==> config.mk <==
export PLATFORM = sky130hd
export DESIGN_NAME = led_scan_module
export DESIGN_NICKNAME = d
export VERILOG_FILES = /design/src/rtl/led_scan_module_pkg.sv /design/src/rtl/scan_tick_gen.sv /design/src/rtl/led_scan_module.sv
export SDC_FILE = /design/constraint.sdc
export NUM_CORES = 1
export LEC_CHECK = 0
export BUFFER_PORTS_ARGS = -buffer_cell sky130_fd_sc_hd__clkbuf_2
export CORE_MARGIN = 2
export CORE_UTILIZATION = 35
export DETAILED_ROUTE_END_ITERATION = 16
export MAX_ROUTING_LAYER = met4
export PLACE_DENSITY = 0.52
export SYNTH_ARGS = -nofsm -noshare
export SYNTH_HDL_FRONTEND = slang
export SYNTH_SLANG_ARGS = --single-unit
==> constraint.sdc <==
create_clock -name top_clk -period 1.69 [get_ports top_clk]
set_input_delay 0.169 -clock top_clk [delete_from_list [all_inputs] [get_ports top_clk]]
set_output_delay 0.169 -clock top_clk [all_outputs]
set_load 0.005 [all_outputs]
==> src/rtl/led_scan_module_pkg.sv <==
// Shared constants and helpers for the multiplexed LED scan display.
// Column and row drives are active-low throughout.
package led_scan_module_pkg;

  localparam int NUM_COLS  = 4;
  localparam int ROW_BITS  = 8;
  localparam int COL_IDX_W = $clog2(NUM_COLS);

  localparam logic                COL_ON    = 1'b0;
  localparam logic                LED_ON    = 1'b0;
  localparam logic [NUM_COLS-1:0] COL_BLANK = 4'b1111;
  localparam logic [ROW_BITS-1:0] LED_BLANK = 8'hFF;

  typedef logic [COL_IDX_W-1:0] col_idx_t;
  typedef logic [ROW_BITS-1:0]  row_t;

  // Active-low one-hot select for a single column.
  function automatic logic [NUM_COLS-1:0] col_select(input col_idx_t idx);
    logic [NUM_COLS-1:0] onehot;
    onehot      = '0;
    onehot[idx] = 1'b1;
    return ~onehot;
  endfunction

  function automatic row_t row_drive(input row_t pattern);
    return ~pattern;
  endfunction

endpackage

==> src/rtl/scan_tick_gen.sv <==
// Dwell counter and column scan index; raises o_blank for the first
// BLANK_CYCLES counts of every column dwell.
module scan_tick_gen
  import led_scan_module_pkg::*;
#(
  parameter int unsigned SCAN_DIV     = 12000,
  parameter int unsigned BLANK_CYCLES = 16
) (
  input  logic     i_clk,
  input  logic     i_rst_n,
  output col_idx_t o_scan_col,
  output logic     o_blank
);

  localparam int unsigned CNT_W = (SCAN_DIV > 1) ? $clog2(SCAN_DIV) : 1;
  localparam logic [CNT_W-1:0] CNT_LAST  = CNT_W'(SCAN_DIV - 1);
  localparam logic [CNT_W-1:0] BLANK_END = CNT_W'(BLANK_CYCLES);

  logic [CNT_W-1:0] r_cnt;
  col_idx_t         r_scan_col;

  always_ff @(posedge i_clk or negedge i_rst_n) begin
    if (!i_rst_n) begin
      r_cnt      <= '0;
      r_scan_col <= '0;
    end else if (r_cnt == CNT_LAST) begin
      r_cnt      <= '0;
      r_scan_col <= r_scan_col + 1'b1;
    end else begin
      r_cnt <= r_cnt + 1'b1;
    end
  end

  assign o_scan_col = r_scan_col;
  assign o_blank    = (r_cnt < BLANK_END);

endmodule

==> src/rtl/led_scan_module.sv <==
// Four-column LED matrix scanner: a 4-byte frame buffer fed by a byte
// stream, displayed one column per dwell with a blanking gap.
module led_scan_module
  import led_scan_module_pkg::*;
#(
  parameter int unsigned SCAN_DIV     = 12000,
  parameter int unsigned BLANK_CYCLES = 16
) (
  input  logic                top_clk,
  input  logic                rst_n,
  input  logic [ROW_BITS-1:0] byte_in,
  input  logic                byte_valid,
  output logic [ROW_BITS-1:0] led,
  output logic [NUM_COLS-1:0] col,
  output logic                frame_done
);

  col_idx_t            w_scan_col;
  logic                w_blank;

  row_t                r_frame [NUM_COLS];
  col_idx_t            r_wr_ptr;
  logic [ROW_BITS-1:0] r_led;
  logic [NUM_COLS-1:0] r_col;
  logic                r_frame_done;

  scan_tick_gen #(
    .SCAN_DIV     (SCAN_DIV),
    .BLANK_CYCLES (BLANK_CYCLES)
  ) u_scan_tick_gen (
    .i_clk      (top_clk),
    .i_rst_n    (rst_n),
    .o_scan_col (w_scan_col),
    .o_blank    (w_blank)
  );

  // Output registers read the frame before this edge's write, so a new
  // byte reaches the rows exactly one cycle after it is stored.
  always_ff @(posedge top_clk or negedge rst_n) begin
    if (!rst_n) begin
      for (int i = 0; i < NUM_COLS; i++) begin
        r_frame[i] <= '0;
      end
      r_wr_ptr     <= '0;
      r_led        <= LED_BLANK;
      r_col        <= COL_BLANK;
      r_frame_done <= 1'b0;
    end else begin
      if (byte_valid) begin
        r_frame[r_wr_ptr] <= byte_in;
        r_wr_ptr          <= r_wr_ptr + 1'b1;
      end
      r_frame_done <= byte_valid && (r_wr_ptr == col_idx_t'(NUM_COLS - 1));
      if (w_blank) begin
        r_led <= LED_BLANK;
        r_col <= COL_BLANK;
      end else begin
        r_led <= row_drive(r_frame[w_scan_col]);
        r_col <= col_select(w_scan_col);
      end
    end
  end

  assign led        = r_led;
  assign col        = r_col;
  assign frame_done = r_frame_done;

endmodule
==> summary.md <==
| Metric | Value |
|---|---|
| Run status | `completed` |
| Worst Min Path Start | `byte_in[6]` |
| R2r setup slk | `between 0.15 and 0.2 ns` |
| GR Overflow Total | `0` |
| Final setup viols | `0` |
| Post-Synth XOR/XNOR Area | `under 10%` |
| Worst path required time | `~1.9 ns` |
| Fin Clk Skew | `~0.008 ns` |
| Antenna diodes | `0` |
| DP HPWL | `roughly 3200 um` |
| RD Place Congestion | `0.723` |
| Core area | `approximately 7600 sq um` |
| Layout area overhead | `20.1%` |
| Syn. warnings | `0` |
| Post-synth top flop | `dfrtp_1` |
| Adder-cell share of the synthesized area | `between 4 and 5%` |
| Final core utilization | `42.9%` |
| Max stage delay on crit path | `between 0.4 and 0.5 ns` |
| Post-route DRC | `0` |
| Reg2Reg Depth | `5` |
| Tot GR Track Use | `approximately an eighth` |
| Worst skew pair latency | `~0.34 ns` |
| Synthesized area | `approximately 2700 sq um` |
| Row cnt | `32` |
| Worst Tran Pin Value | `around 0.38 ns` |
| Nets@finish | `approximately 260` |
| Die Area | `8520 sq um` |
| First-pass GRT wire length | `~8300 um` |
| #FFs+latches synth | `63` |
| Fin crit period | `between 1.5 and 2 ns` |
| Clock tree root driver cell | `clkbuf_8` |
| Critical path type | `register to register` |
| # resized after CTS | `0` |
| Unique masters post-synth | `30` |
| Final period utilization | `around nine tenths` |
| Crit path cell chain | `ha_1, and4_1, nand3_4, nor2_8, mux2_4` |
| CTS clock-pin slew for the worst setup and hold paths | `0.07 ns` |
| Simple-gate share of the synthesized area | `under 10%` |
| Clock sinks | `63` |
| Final WL | `4960 um` |
| Chip Width | `just over 90 um` |
| First-pass DRT Iterations | `4` |
| Worst path buffer plus inverter count | `0` |
| Hold Worst Slack | `0.105 ns` |
| Vias in the first global route | `1643` |
| Async SR Flop Fraction | `100%` |
| Number of port buffers | `23` |
| Post-CTS Setup Repair Bufs | `0` |
| IO Count | `24` |
| CP Data Arrival Time | `1.73 ns` |
| Setup_tns | `0 ns` |
| CP Capture Type | `register` |
| Peak supply drop | `977 uV` |
| Initial Util | `between 30% and 40%` |
| Routed Antenna Nets | `0` |
| Initial antenna violation count | `0` |
| Total number of vias | `between 1500 and 2000` |
| Sequential share of the synthesized area | `58.3%` |
| RSZ-0062 raised after global routing | `false` |
| CTS Buf Count | `9` |
| Crit-path leading delay family | `simple AND/OR/NAND/NOR gates` |
| Max-slew headroom | `74.4%` |
| Iter 0 DRT Violations | `roughly 40` |
| CTS Hold Buffers Added | `1` |
| Fmax | `0.661 GHz` |
| Die H | `a little over 90 um` |
| Fin. Hold Viols | `0` |
| Largest net degree at the start of global routing | `64` |
| Syn Nets | `approximately 220` |
| Layout Cell Area excl Fill | `roughly 3300 sq um` |
| Multiplexer share of the synthesized area | `about a fifth` |
| Area post-placement | `approximately 3000 sq um` |
| Post-synthesis compound-gate area fraction | `under 10%` |
| CTS Buffer Depth | `2` |
| Share of post-route cells with drive strength above 1 | `a little over two fifths` |
| Min-Delay Path Depth | `2` |
| Critical Path Slowest Stage Cell | `dfrtp_1` |
| Avg Cell Area, Syn | `14.0 sq um` |
| Slew Limit Fails | `0` |
| PD cells | `1470 nW/um^2` |
| Hold Path End | `r_frame[14]` |
| Min-Delay Path Class | `input port to register` |
| Leak pwr | `roughly 1.5 nW` |
| Max_cap viols | `0` |
| Startpoint types | `register` |
| Worst R2R Start | `u_scan_tick_gen.r_cnt[0]` |
| Filler cells | `approximately 740` |
| Post-synth EDFFs | `0` |
| Vias per std cell | `4.70` |
| CTS H-tree depth | `3` |
| CP max FO | `5` |
| TritonCTS clock tree | `done` |
| RR Endpoint | `u_scan_tick_gen.o_scan_col[1]` |
| Post-Syn Instances | `~200` |
| DR WL/cell | `between 10 and 15 um` |
| Combinational family with the most area after synthesis | `multiplexers` |
[power breakdown]
part           leakage, nW  switching (mW)  internal, mW  total (mW)
combinational        0.621           0.389         0.678        1.07
sequential           0.751           0.226          2.10        2.32
clock                0.110           0.558         0.867        1.43
total                 1.48            1.17          3.64        4.81
[worst max path at each step]
stage                                         from                            end  slack, ns  cells after the start
after floorplan           u_scan_tick_gen.r_cnt[0]  u_scan_tick_gen.o_scan_col[1]       0.15                      6
after global placement    u_scan_tick_gen.r_cnt[0]  u_scan_tick_gen.o_scan_col[1]       0.22                      5
after detailed placement  u_scan_tick_gen.r_cnt[0]  u_scan_tick_gen.o_scan_col[1]       0.18                      5
after CTS                 u_scan_tick_gen.r_cnt[0]  u_scan_tick_gen.o_scan_col[1]       0.17                      5
after global routing      u_scan_tick_gen.r_cnt[0]  u_scan_tick_gen.o_scan_col[1]       0.10                      5
final                     u_scan_tick_gen.r_cnt[0]  u_scan_tick_gen.o_scan_col[1]       0.18                      5
[worst reg2reg max path, stage by stage, from the launching register on]
cell	delay, ns
dfrtp_1	0.41
ha_1	0.22
and4_1	0.25
nand3_4	0.12
nor2_8	0.11
mux2_4	0.30
[registers in the layout, summed over array words and instances, names as in the netlist]
name / cells
col: 4
u_scan_tick_gen.r_cnt: 14
led: 8
r_wr_ptr: 2
u_scan_tick_gen.o_scan_col: 2
r_frame: 32
frame_done: 1
[cell type report]
type                       count  area [sq um]  share of cell area [%]
inverter                       5          18.8                   0.572
tap                          102           128                    3.89
clock inverter                 4          70.1                    2.14
clock buffer                  12           145                    4.43
multi-input combinational    121          1090                    33.1
timing repair buffer          36           240                    7.33
sequential                    63          1590                    48.5
[cell usage after synthesis, drive strengths merged, types with 4 or more instances]
library cell | number | area share, %
dfrtp | 51 | 47
nand2 | 22 | 3.0
nand3 | 5 | 1.4
nor3 | 4 | 0.92
ha | 9 | 4.1
nor2 | 10 | 2.0
mux2 | 33 | 14
buf | 4 | 0.96
xor2 | 4 | 1.3
mux4 | 8 | 6.6
inv | 5 | 0.69
dfstp | 12 | 12
xnor2 | 7 | 2.2
[per-layer routing]
| metal | wire (um) | track usage (%) |
|---|---|---|
| met1 | 2350 | 17.3 |
| met2 | 2360 | 19.5 |
| met3 | 216 | 5.94 |
| met4 | 35 | 2.99 |
| met5 | 0 | - |
[cells by family (layout without fill, tap and decap cells)]
kind of cell | after synthesis | count (layout)
mux | 41 | 41
fa+ha+maj | 9 | 9
simple gates | 50 | 50
flops | 63 | 63
compound gates | 10 | 10
xor+xnor | 11 | 11
buf+inv | 11 | 57
[placed cells by master, fill, tap and decap left out, types with 3 or more instances in the layout]
cell type	synthesis	routed
inv_1	5	5
clkbuf_8	0	10
xor2_1	4	4
clkbuf_2	0	23
nand3_1	4	4
dfstp_2	12	12
xnor2_1	7	7
buf_4	0	10
nor2_1	9	9
nor3_1	3	3
mux2_2	32	32
nand4_1	3	3
a31oi_1	3	3
dfrtp_1	51	51
nand2_1	22	22
ha_1	9	9
a21oi_1	3	3
mux4_2	8	8
[metrics by stage]
stage	worst slack (ns)	instances	total power [mW]
after floorplan	0.146	195	3.04
after global placement	0.219	326	3.41
after detailed placement	0.180	326	3.43
after CTS	0.173	343	4.90
after global routing	0.104	343	5.13
final	0.176	343	4.81
No activity file was read; power rests on OpenSTA's default activity.
